[src/rtl/data_mem_bridge_pkg.sv]
// rtl/data_mem_bridge_pkg.sv - shared constants, state encoding and helpers for the data memory bridge
package data_mem_bridge_pkg;

   localparam int XLEN        = 32;
   localparam int DEF_TIMEOUT = 15;

   typedef enum logic [1:0] {
      ST_IDLE   = 2'b00,
      ST_ACCESS = 2'b01,
      ST_DONE   = 2'b10
   } state_t;

   function automatic logic is_word_aligned(input logic [XLEN-1:0] addr);
      return (addr[1:0] == 2'b00);
   endfunction

endpackage

[src/rtl/data_mem_bridge_if.sv]
// rtl/data_mem_bridge_if.sv - pipeline MEM-stage and RAM-side signal bundle for the data memory bridge
interface data_mem_bridge_if;
   import data_mem_bridge_pkg::*;

   logic            mem_ren;
   logic            mem_wen;
   logic [XLEN-1:0] mem_addr;
   logic [XLEN-1:0] mem_dout;
   logic            mem_en;
   logic [XLEN-1:0] mem_din;
   logic            mem_stall;
   logic            mem_fault;

   logic            ram_req;
   logic            ram_we;
   logic [XLEN-1:0] ram_addr;
   logic [XLEN-1:0] ram_wdata;
   logic            ram_ack;
   logic [XLEN-1:0] ram_rdata;

   // slave: the bridge itself; master: the pipeline plus the RAM it talks to
   modport slave (
      input  mem_ren, mem_wen, mem_addr, mem_dout, mem_en, ram_ack, ram_rdata,
      output mem_din, mem_stall, mem_fault, ram_req, ram_we, ram_addr, ram_wdata
   );

   modport master (
      output mem_ren, mem_wen, mem_addr, mem_dout, mem_en, ram_ack, ram_rdata,
      input  mem_din, mem_stall, mem_fault, ram_req, ram_we, ram_addr, ram_wdata
   );

endinterface

[src/rtl/data_mem_bridge_access_timer.sv]
// rtl/data_mem_bridge_access_timer.sv - saturating ACCESS cycle counter with clear, enable and reached flag
module access_timer
   import data_mem_bridge_pkg::*;
#(
   parameter int TIMEOUT = DEF_TIMEOUT
) (
   input  logic clk,
   input  logic rst,
   input  logic i_clr,
   input  logic i_en,
   output logic o_reached
);

   localparam int W = $clog2(TIMEOUT + 1);

   logic [W-1:0] r_count;

   always_ff @(posedge clk or posedge rst) begin
      if (rst) begin
         r_count <= '0;
      end else if (i_clr) begin
         r_count <= '0;
      end else if (i_en && (r_count != W'(TIMEOUT))) begin
         r_count <= r_count + W'(1);
      end
   end

   // High during the TIMEOUT-th enabled cycle, so the owner can leave on that edge.
   assign o_reached = (r_count >= W'(TIMEOUT - 1));

endmodule

[src/rtl/data_mem_bridge.sv]
// rtl/data_mem_bridge.sv - MEM-stage to single-port RAM bridge with stall, alignment fault and ack timeout
module data_mem_bridge
   import data_mem_bridge_pkg::*;
#(
   parameter int TIMEOUT = DEF_TIMEOUT
) (
   input  logic              clk,
   input  logic              rst,
   data_mem_bridge_if.slave  bus
);

   state_t          r_state;
   logic            r_ram_req;
   logic            r_ram_we;
   logic [XLEN-1:0] r_ram_addr;
   logic [XLEN-1:0] r_ram_wdata;
   logic [XLEN-1:0] r_mem_din;
   logic            r_fault;
   logic            r_both;

   logic w_req;
   logic w_aligned;
   logic w_in_access;
   logic w_timeout;

   assign w_req       = bus.mem_ren | bus.mem_wen;
   assign w_aligned   = is_word_aligned(bus.mem_addr);
   assign w_in_access = (r_state == ST_ACCESS);

   access_timer #(
      .TIMEOUT (TIMEOUT)
   ) u_access_timer (
      .clk       (clk),
      .rst       (rst),
      .i_clr     (!w_in_access),
      .i_en      (w_in_access),
      .o_reached (w_timeout)
   );

   always_ff @(posedge clk or posedge rst) begin
      if (rst) begin
         r_state     <= ST_IDLE;
         r_ram_req   <= 1'b0;
         r_ram_we    <= 1'b0;
         r_ram_addr  <= '0;
         r_ram_wdata <= '0;
         r_mem_din   <= '0;
         r_fault     <= 1'b0;
         r_both      <= 1'b0;
      end else begin
         case (r_state)
            ST_IDLE: begin
               if (w_req) begin
                  if (w_aligned) begin
                     r_ram_req   <= 1'b1;
                     r_ram_we    <= bus.mem_wen;
                     r_ram_addr  <= bus.mem_addr;
                     r_ram_wdata <= bus.mem_dout;
                     r_both      <= bus.mem_ren & bus.mem_wen;
                     r_state     <= ST_ACCESS;
                  end else begin
                     r_fault     <= 1'b1;
                     r_mem_din   <= '0;
                     r_state     <= ST_DONE;
                  end
               end
            end
            ST_ACCESS: begin
               // A load+store collision still completes as a write but reports a fault.
               if (bus.ram_ack) begin
                  r_ram_req <= 1'b0;
                  r_ram_we  <= 1'b0;
                  if (!r_ram_we) begin
                     r_mem_din <= bus.ram_rdata;
                  end
                  r_fault   <= r_both;
                  r_state   <= ST_DONE;
               end else if (w_timeout) begin
                  r_ram_req <= 1'b0;
                  r_ram_we  <= 1'b0;
                  r_mem_din <= '0;
                  r_fault   <= 1'b1;
                  r_state   <= ST_DONE;
               end
            end
            ST_DONE: begin
               if (bus.mem_en) begin
                  r_state <= ST_IDLE;
               end
            end
            default: begin
               r_state <= ST_IDLE;
            end
         endcase
      end
   end

   assign bus.ram_req   = r_ram_req;
   assign bus.ram_we    = r_ram_we;
   assign bus.ram_addr  = r_ram_addr;
   assign bus.ram_wdata = r_ram_wdata;
   assign bus.mem_din   = r_mem_din;
   assign bus.mem_stall = w_req & (r_state != ST_DONE);
   assign bus.mem_fault = r_fault & (r_state == ST_DONE);

endmodule

[src/flat_wrapper.sv]
// flat-port wrapper written by rule: the top's interface ports become plain ports
module data_mem_bridge_flat import data_mem_bridge_pkg::*;
#(
   parameter int TIMEOUT = DEF_TIMEOUT
)
  (clk, rst, bus_mem_ren, bus_mem_wen, bus_mem_addr, bus_mem_dout, bus_mem_en, bus_ram_ack, bus_ram_rdata, bus_mem_din, bus_mem_stall, bus_mem_fault, bus_ram_req, bus_ram_we, bus_ram_addr, bus_ram_wdata);
  data_mem_bridge_if bus_i ();
  input  logic clk;
  input  logic rst;
  input wire logic [$bits(bus_i.mem_ren)-1:0] bus_mem_ren;
  input wire logic [$bits(bus_i.mem_wen)-1:0] bus_mem_wen;
  input wire logic [$bits(bus_i.mem_addr)-1:0] bus_mem_addr;
  input wire logic [$bits(bus_i.mem_dout)-1:0] bus_mem_dout;
  input wire logic [$bits(bus_i.mem_en)-1:0] bus_mem_en;
  input wire logic [$bits(bus_i.ram_ack)-1:0] bus_ram_ack;
  input wire logic [$bits(bus_i.ram_rdata)-1:0] bus_ram_rdata;
  output wire logic [$bits(bus_i.mem_din)-1:0] bus_mem_din;
  output wire logic [$bits(bus_i.mem_stall)-1:0] bus_mem_stall;
  output wire logic [$bits(bus_i.mem_fault)-1:0] bus_mem_fault;
  output wire logic [$bits(bus_i.ram_req)-1:0] bus_ram_req;
  output wire logic [$bits(bus_i.ram_we)-1:0] bus_ram_we;
  output wire logic [$bits(bus_i.ram_addr)-1:0] bus_ram_addr;
  output wire logic [$bits(bus_i.ram_wdata)-1:0] bus_ram_wdata;
  assign bus_i.mem_ren = bus_mem_ren;
  assign bus_i.mem_wen = bus_mem_wen;
  assign bus_i.mem_addr = bus_mem_addr;
  assign bus_i.mem_dout = bus_mem_dout;
  assign bus_i.mem_en = bus_mem_en;
  assign bus_i.ram_ack = bus_ram_ack;
  assign bus_i.ram_rdata = bus_ram_rdata;
  assign bus_mem_din = bus_i.mem_din;
  assign bus_mem_stall = bus_i.mem_stall;
  assign bus_mem_fault = bus_i.mem_fault;
  assign bus_ram_req = bus_i.ram_req;
  assign bus_ram_we = bus_i.ram_we;
  assign bus_ram_addr = bus_i.ram_addr;
  assign bus_ram_wdata = bus_i.ram_wdata;
  data_mem_bridge #(.TIMEOUT(TIMEOUT)) u_core (.clk(clk), .rst(rst), .bus(bus_i));
endmodule
[config.mk]
export PLATFORM = sky130hd
export DESIGN_NAME = data_mem_bridge_flat
export DESIGN_NICKNAME = d
export VERILOG_FILES = /design/src/rtl/data_mem_bridge_pkg.sv /design/src/rtl/data_mem_bridge_if.sv /design/src/rtl/data_mem_bridge_access_timer.sv /design/src/rtl/data_mem_bridge.sv /design/src/flat_wrapper.sv
export SDC_FILE = /design/constraint.sdc
export NUM_CORES = 1
export LEC_CHECK = 0
export CORE_MARGIN = 5
export CORE_UTILIZATION = 50
export DETAILED_ROUTE_END_ITERATION = 16
export DONT_BUFFER_PORTS = 1
export PLACE_DENSITY_LB_ADDON = 0.08
export SYNTH_ARGS = -nofsm -noshare
export SYNTH_HDL_FRONTEND = slang
export SYNTH_SLANG_ARGS = --single-unit
[constraint.sdc]
create_clock -name clk -period 4.6 [get_ports clk]
set_input_delay 0.92 -clock clk [delete_from_list [all_inputs] [get_ports clk]]
set_output_delay 0.92 -clock clk [all_outputs]
set_load 0.01 [all_outputs]
# [After elaboration in Yosys (flattened, before gate mapping)]
# Index checks and enable logic that the tools add are counted.
# W data, S select, Z words.
[classes] addsub=1 order_cmp=1 n_eq_ne=11 n_mux=27 bitwise=4 reduce_logical=9
[ops] op="$mux W32" n=5
[ops] op="$pmux W32 S2" n=1
[ops] op="$mux W1" n=10
[ops] op="$mux W2" n=5
[ops] op="$mux W4" n=2
[ops] op="$reduce_and A4 Y1" n=2
[ops] op="$ne A2 B1 Y1 const B" n=3
[ops] op="$ne A2 B2 Y1 const B" n=3
[ops] op="$pmux W1 S2" n=3
[ops] op="$pmux W2 S3" n=1
[ops] op="$reduce_and A3 Y1" n=2
[ops] op="$reduce_and A5 Y1" n=1
[ops] op="$add A4 B1 Y4 const B" n=1
[ops] op="$ge A4 B4 Y1 const B" n=1
[ops] op="$logic_not A2 Y1" n=2
[ops] op="$ne A4 B4 Y1 const B" n=1
[ops] op="$and A1 B1 Y1" n=3
[ops] op="$ne A3 B2 Y1 const B" n=1
[ops] op="$ne A3 B3 Y1 const B" n=1
[ops] op="$eq A2 B1 Y1 const B" n=1
[ops] op="$eq A2 B2 Y1 const B" n=1
[ops] op="$reduce_bool A2 Y1" n=1
[ops] op="$logic_and A1 B1 Y1" n=1
[ops] op="$or A1 B1 Y1" n=1
[totals] reg_bits=106 in_bits=102 out_inout_bits=100 wordCells=62

# [Logic depth before layout (Yosys ltp)]
# Gate-level depths: netlist of the first run.
[logic_depth] depth_word=4 mapped_depth=6 ltp_nobuf=5

# [Cells and area by module]
# Synthesis of the first run repeated with hierarchy kept, for this count alone.
[hier_totals] cells_unflattened=371 area_unflattened_um2=4499.3
[modules_own_cells] module="data_mem_bridge" instances=1 cells_per_inst=347 area_per_inst_um2=4241.6 seq_area_each_um2=2552.4
[modules_own_cells] module="access_timer" instances=1 cells_per_inst=24 area_per_inst_um2=257.7 seq_area_each_um2=100.1

# [Worst setup path before layout of the first run]
# No wires, ideal clock.
[synth_timing] path_kind="input -> register" startpoint="in bus_mem_addr[1]" endpoint="reg u_core.r_ram_addr[10], in the netlist u_core.bus.ram_addr[10]" setup_time_ns=0.127 t_arrival_ns=2.014 required_time_ns=4.473 slack_ns=2.459 path_stages=5 path_buffers=2 cell_sequence="nor4_4 > and2b_4 > buf_8 > buf_8 > mux2_1"
[synth_between] elab_chain_cells=2
[synth_rtl] element="start, declared" line="flat_wrapper.sv:12" text="input wire logic [$bits(bus_i.mem_addr)-1:0] bus_mem_addr;"
[synth_rtl] element="$logic_not A2 Y1" line="data_mem_bridge_pkg.sv:14" text="return (addr[1:0] == 2'b00);"
[synth_rtl] element="$reduce_and A3 Y1 (no line)"
[synth_rtl] element="end signal, assigned" line="data_mem_bridge.sv:57" text="r_ram_addr <= bus.mem_addr;"
[synth_rtl] element="end, declared" line="data_mem_bridge.sv:15" text="logic [XLEN-1:0] r_ram_addr;"
# No other way between the ends.
# A chain may end at the register's enable or synchronous reset.

# [Final worst setup path of the first run]
[layout_timing] startpoint="reg u_core.r_state[0]" endpoint="reg u_core.r_mem_din[27], in the netlist u_core.bus.mem_din[27]"
[layout_between] elab_chain_cells=3 word_cells_on_any_way=9 cone_classes="eq/ne (5); mux (1); reduce/logical (3)"
[layout_rtl] element="start, declared" line="data_mem_bridge.sv:12" text="state_t r_state;"
[layout_rtl] element="start signal, assigned" line="data_mem_bridge.sv:42" text="r_state <= ST_IDLE;"
[layout_rtl] element="start signal, assigned" line="data_mem_bridge.sv:60" text="r_state <= ST_ACCESS;"
[layout_rtl] element="start signal, assigned" line="data_mem_bridge.sv:64" text="r_state <= ST_DONE;"
[layout_rtl] element="$eq A2 B1 Y1 or $logic_not A2 Y1 (tied branches)" line="data_mem_bridge.sv:51" text="case (r_state)"
[layout_rtl] element="$ne A3 B3 Y1 (no line), or another cell as far along"
[layout_rtl] element="$reduce_and A5 Y1 (no line)"
[layout_rtl] element="end signal, assigned" line="data_mem_bridge.sv:74" text="r_mem_din <= bus.ram_rdata;"
[layout_rtl] element="end, declared" line="data_mem_bridge.sv:17" text="logic [XLEN-1:0] r_mem_din;"
# Parallel ways exist; a longest one is shown, timed or not.

==> flow_summary.toml, run 1 <==
[floorplanning]
ios = 202
die_x_um = 103
core-area_um2 = 8590
rows = 34
dieArea_um2 = 10700
die_h_um = 103
start_util_pct = 50.8

[timing]
min_period_over_period_pct = 51.8
min_period_ns = 2.38
slew-limit-headroom_pct = 20.0
slew_viol_final = 0
hold_viol_final = 0
fin_setup_tns_ns = 0
worst_clock_skew_ns = 0.0124
fmax_mhz = 420
worst_pin_slew_ns = 1.19
hold_slack_ns = 0.494
setup_viol_count_final = 0
rsz0062_at_grt = "false"

[critical_path]
path_cells = "nor2b_2 > o211ai_2 > buf_4 > a31o_2"
slowest_delay_ns = 1.01
cp_num_buf_inv = 1
critPathCaptureType = "flop"
cp_slowest_cell = "nor2b_2"
crit_path_max_fanout = 36
critical_path.top_delay_family = "simple AND/OR/NAND/NOR gates"
crit_path_start = "u_core.r_state[0]"
cp-start-kind = "flop"
critPathKind = "reg -> reg"
arrival_ns = 2.63
worstPathRequired_ns = 4.85
r2r-start = "u_core.r_state[0]"

[pwr]
leakagePower_uw = 0.00203
ir_drop_mv = 0.333
p_per_area_nw_per_um2 = 603

[synthesis]
synth_async_sr_flop_share_pct = 100
synth_edf_count = 0
synthesis.area_um2 = 4360
synthFlopType = "dfrtp_1"
ys_warn_count = 0
yosysUniqueCellTypes = 37
postSynthAreaPerCell_um2 = 14.4
ys_ff_latch = 106
syn_inst = 303
syn-num-nets = 407
ys_seq_area_share_pct = 60.8

[routing]
ant_nets = 0
vias = 2460
drt-vias-per-instance = 6.09
drc = 0
drtIter0Drc = 66
wl_per_cell_um = 22.6
wirelength_um = 9130
first_pass_iters = 4

[clock_tree]
cts-root-buf = "clkbuf_8"
numCtsBuffers = 9
cts_setup_buffers = 0
cts.htree.levels = 3
cts.path.max_buffers = 2
path_clk_slew_ns = 0.10
cts_resized = 0
cts_tree = "done"
clk_latency_ns = 0.36
cts_sinks = 106
postCtsHoldBufs = 0

[global_routing]
first_global_vias = 2562
grt_overflow = 0
antenna_found_initial = 0
grt_pass1_wl_um = 13900
grt_max_degree = 78
gr-usage-all-layers_pct = 16.7

[layout]
final_common_cell = "dfrtp_1"
diodes = 0
fin_nets = 395
drive_gt1_share_pct = 30.7
final_cell_area_um2 = 4560
final_cell_mix = "dfrtp_1 (106), mux2_2 (37), and4_1 (32)"
syn_to_final_growth_pct = 4.42
fin_cells = 404

[hold_path]
worst_hold_startpoint = "u_core.r_fault"
hp-class = "reg -> reg"

[run_status]
status = "completed"

[run]
maxCapViolCount = 0

[placement]
dpl_cell_area_um2 = 4370
place_inst = 388
io_buffer_count = 0
globalplace.congestion = 0.698
place_hpwl_um = 6140
## synthesized netlist by cell type, drive strengths merged, types with 2 or more instances
cell    number  share of area [%]
inv          5               0.43
o21ai        3               0.34
a211oi       2               0.34
mux2        62                 16
clkbuf      17                1.5
ha           2               0.57
and4        32                6.4
nand2        3               0.26
nor2         4               0.34
nor2b        4               0.57
nand3        3               0.34
a21o         2               0.34
nor3         2               0.23
o211ai       2               0.46
buf          8                1.9
a31o        32                6.4
dfrtp      106                 61
## worst paths after layout
path / slack (ns) / to / depth (start not counted)
max: 2.22 / u_core.bus.mem_din[27] / 4
min: 0.49 / u_core.r_fault / 1
max reg2reg: 2.22 / u_core.bus.mem_din[27] / 4
max in group asynchronous: 3.02 / u_core.bus.ram_wdata[5] / 2
min reg2reg: 0.49 / u_core.r_fault / 1
min in group asynchronous: 0.63 / u_core.bus.ram_wdata[15] / 1
## layer usage
metal	track usage, %	vias up	share of wire, %	wire [µm]
met5	0	-	0	0
met4	5.18	0	1.5	133
met3	8.52	13	12	1140
met2	24.4	124	46	4170
met1	21.7	1223	40	3680
li1	-	1100	-	-
## registers in the layout (all words and copies together) (netlist names)
signal and cells:
u_core.bus.mem_din 32, u_core.bus.ram_addr 32, u_core.bus.ram_wdata 32, u_core.u_access_timer.r_count 4, u_core.r_state 2, u_core.bus.ram_req 1
u_core.bus.ram_we 1, u_core.r_both 1, u_core.r_fault 1
## kinds of logic after synthesis
logic type / count (synthesis) / share of synthesized area (%)
AND/OR/NAND/NOR: 54 / 9.46
adder cells (fa/ha/maj): 2 / 0.573
AO/OA/AOI/OAI: 48 / 9.17
XOR/XNOR: 1 / 0.201
flip-flops: 106 / 60.8
multiplexers: 62 / 16.0
buffers and inverters: 30 / 3.81
## power by group
| group | switching [µW] | leakage [µW] | internal, µW | total (µW) |
|---|---|---|---|---|
| combinational | 221 | 0.000609 | 279 | 500 |
| sequential | 425 | 0.00133 | 1280 | 1710 |
| clock | 323 | 0.0000933 | 217 | 540 |
## cell type report
cell class	instances	area [µm²]
Fill cell	742	4040
Sequential cell	106	2650
Multi-Input combinational cell	167	1550
Clock buffer	10	138
Tap cell	108	135
Clock inverter	6	47.5
Inverter	5	21.3
Timing Repair Buffer	2	15.0
## metrics by stage
stage / power [µW] / util, % / setup slack, ns
floorplan: 2100 / - / 0.891
detailed placement: 2250 / 50.9 / 1.94
global route: 2920 / 53.0 / 2.07
CTS: 2790 / 53.0 / 2.27
finish: 2750 / 53.0 / 2.22
global placement: 2230 / 50.9 / 1.96
Power figures use the tool's default switching activity.
==> run 2, diff against run 1 <==
clock period = 2.13 ns   (was 4.6 ns; I/O delays follow)
==> run 2 against run 1 <==
Combinational power is 130% higher. Utilization is 1.4 points higher. Design area rose by 2.6%. Critical path type unchanged. Largest cell class unchanged. Largest power group unchanged.
==> flow_summary.toml, run 2 (same netlist as run 1, synthesis figures left out) <==
[hold_path]
hp-class = "in -> async"

[global_routing]
grt_pass1_wl_um = 14100
grt_max_degree = 65
gr-usage-all-layers_pct = 17.0
grt_overflow = 0
first_global_vias = 2631
antenna_found_initial = 0

[routing]
drtIter0Drc = 105
drt-vias-per-instance = 6.09
vias = 2503
wl_per_cell_um = 22.7
drc = 0
ant_nets = 0
first_pass_iters = 4
wirelength_um = 9310

[critical_path]
rr_worst_depth = 4
worstPathRequired_ns = 2.38
cp_slowest_cell = "dfrtp_1"
critical_path.top_delay_family = "simple AND/OR/NAND/NOR gates"
slowest_delay_ns = 0.48
path_depth = 4
cp_num_buf_inv = 1
critPathCaptureType = "flop"
arrival_ns = 2.14
crit_path_max_fanout = 20
cp-start-kind = "flop"
path_cells = "nor4_4 > and2b_4 > buf_12 > mux2_2"
critPathKind = "reg -> reg"

[pwr]
ir_drop_mv = 0.694
p_per_area_nw_per_um2 = 1280
p_total_uw = 5990
leakagePower_uw = 0.00209

[clock_tree]
postCtsHoldBufs = 0
cts.path.max_buffers = 2
clk_latency_ns = 0.36
cts_setup_buffers = 0
cts_sinks = 106
cts.htree.levels = 3
cts_tree = "done"
numCtsBuffers = 9
cts_resized = 0
cts-root-buf = "clkbuf_8"
path_clk_slew_ns = 0.10

[layout]
fin_nets = 402
nFillCells = 729
diodes = 0
syn_to_final_growth_pct = 7.08
final_common_cell = "dfrtp_1"
fin_cells = 411
drive_gt1_share_pct = 32.3
final_cell_mix = "dfrtp_1 (106), mux2_2 (37), and4_1 (32)"

[timing]
hold_viol_final = 0
rsz0062_at_grt = "false"
fmax_mhz = 529
slew-limit-headroom_pct = 62.0
setup_slack_ns = 0.241
slew_viol_final = 0
min_period_over_period_pct = 88.7
worst_clock_skew_ns = 0.0130
hold_slack_ns = 0.0199
min_period_ns = 1.89
fin_setup_tns_ns = 0
setup_viol_count_final = 0
worst_pin_slew_ns = 0.570

[floorplanning]
die_h_um = 103
core-area_um2 = 8590
dieArea_um2 = 10700
start_util_pct = 50.8
die_x_um = 103
rows = 34
ios = 202

[run_status]
status = "completed"

[run]
maxCapViolCount = 0

[placement]
place_inst = 395
place_hpwl_um = 6440
globalplace.congestion = 0.737
io_buffer_count = 0
dp_slack_ns = 0.221
==> run 2: area by class of cell <==
class                           count  area [µm²]  area share (%)
Clock buffer                       10         138            2.95
Clock inverter                      6        47.5            1.02
Inverter                            5        22.5           0.482
Multi-Input combinational cell    167        1550            33.1
Sequential cell                   106        2650            56.8
Tap cell                          108         135            2.89
Timing Repair Buffer                9         130            2.78
==> run 2: per-stage QoR <==
step | utilization [%] | cell area [µm²]
global placement | 52.2 | 4490
detailed placement | 52.2 | 4490
CTS | 54.4 | 4670
global route | 54.4 | 4670
floorplan | - | 4370
finish | 54.4 | 4670
==> run 2: per-layer routing <==
layer	vias up	track usage, %	routed length [µm]
li1	1115	-	-
met1	1248	21.6	3640
met2	131	25.3	4390
met3	9	8.38	1160
met4	0	5.48	117
met5	-	0	0
==> run 2: worst paths after layout <==
check                             startpoint                      end  slack [ns]
max                        u_core.r_state[1]  u_core.bus.ram_addr[25]        0.24
min                                      rst   u_core.bus.ram_addr[5]        0.02
max reg2reg                u_core.r_state[1]  u_core.bus.ram_addr[25]        0.24
min reg2reg                   u_core.r_fault           u_core.r_fault        0.51
max in group asynchronous                rst   u_core.bus.mem_din[26]        1.59
min in group clk             bus_mem_dout[4]  u_core.bus.ram_wdata[4]        0.20
==> run 2: power by group <==
part / total [µW] / internal, µW / leakage [µW] / switching [µW]
clock network: 1160 / 469 / 0.0000933 / 691
registers: 3690 / 2770 / 0.00133 / 918
logic: 1150 / 656 / 0.000660 / 490
total: 5990 / 3900 / 0.00209 / 2100
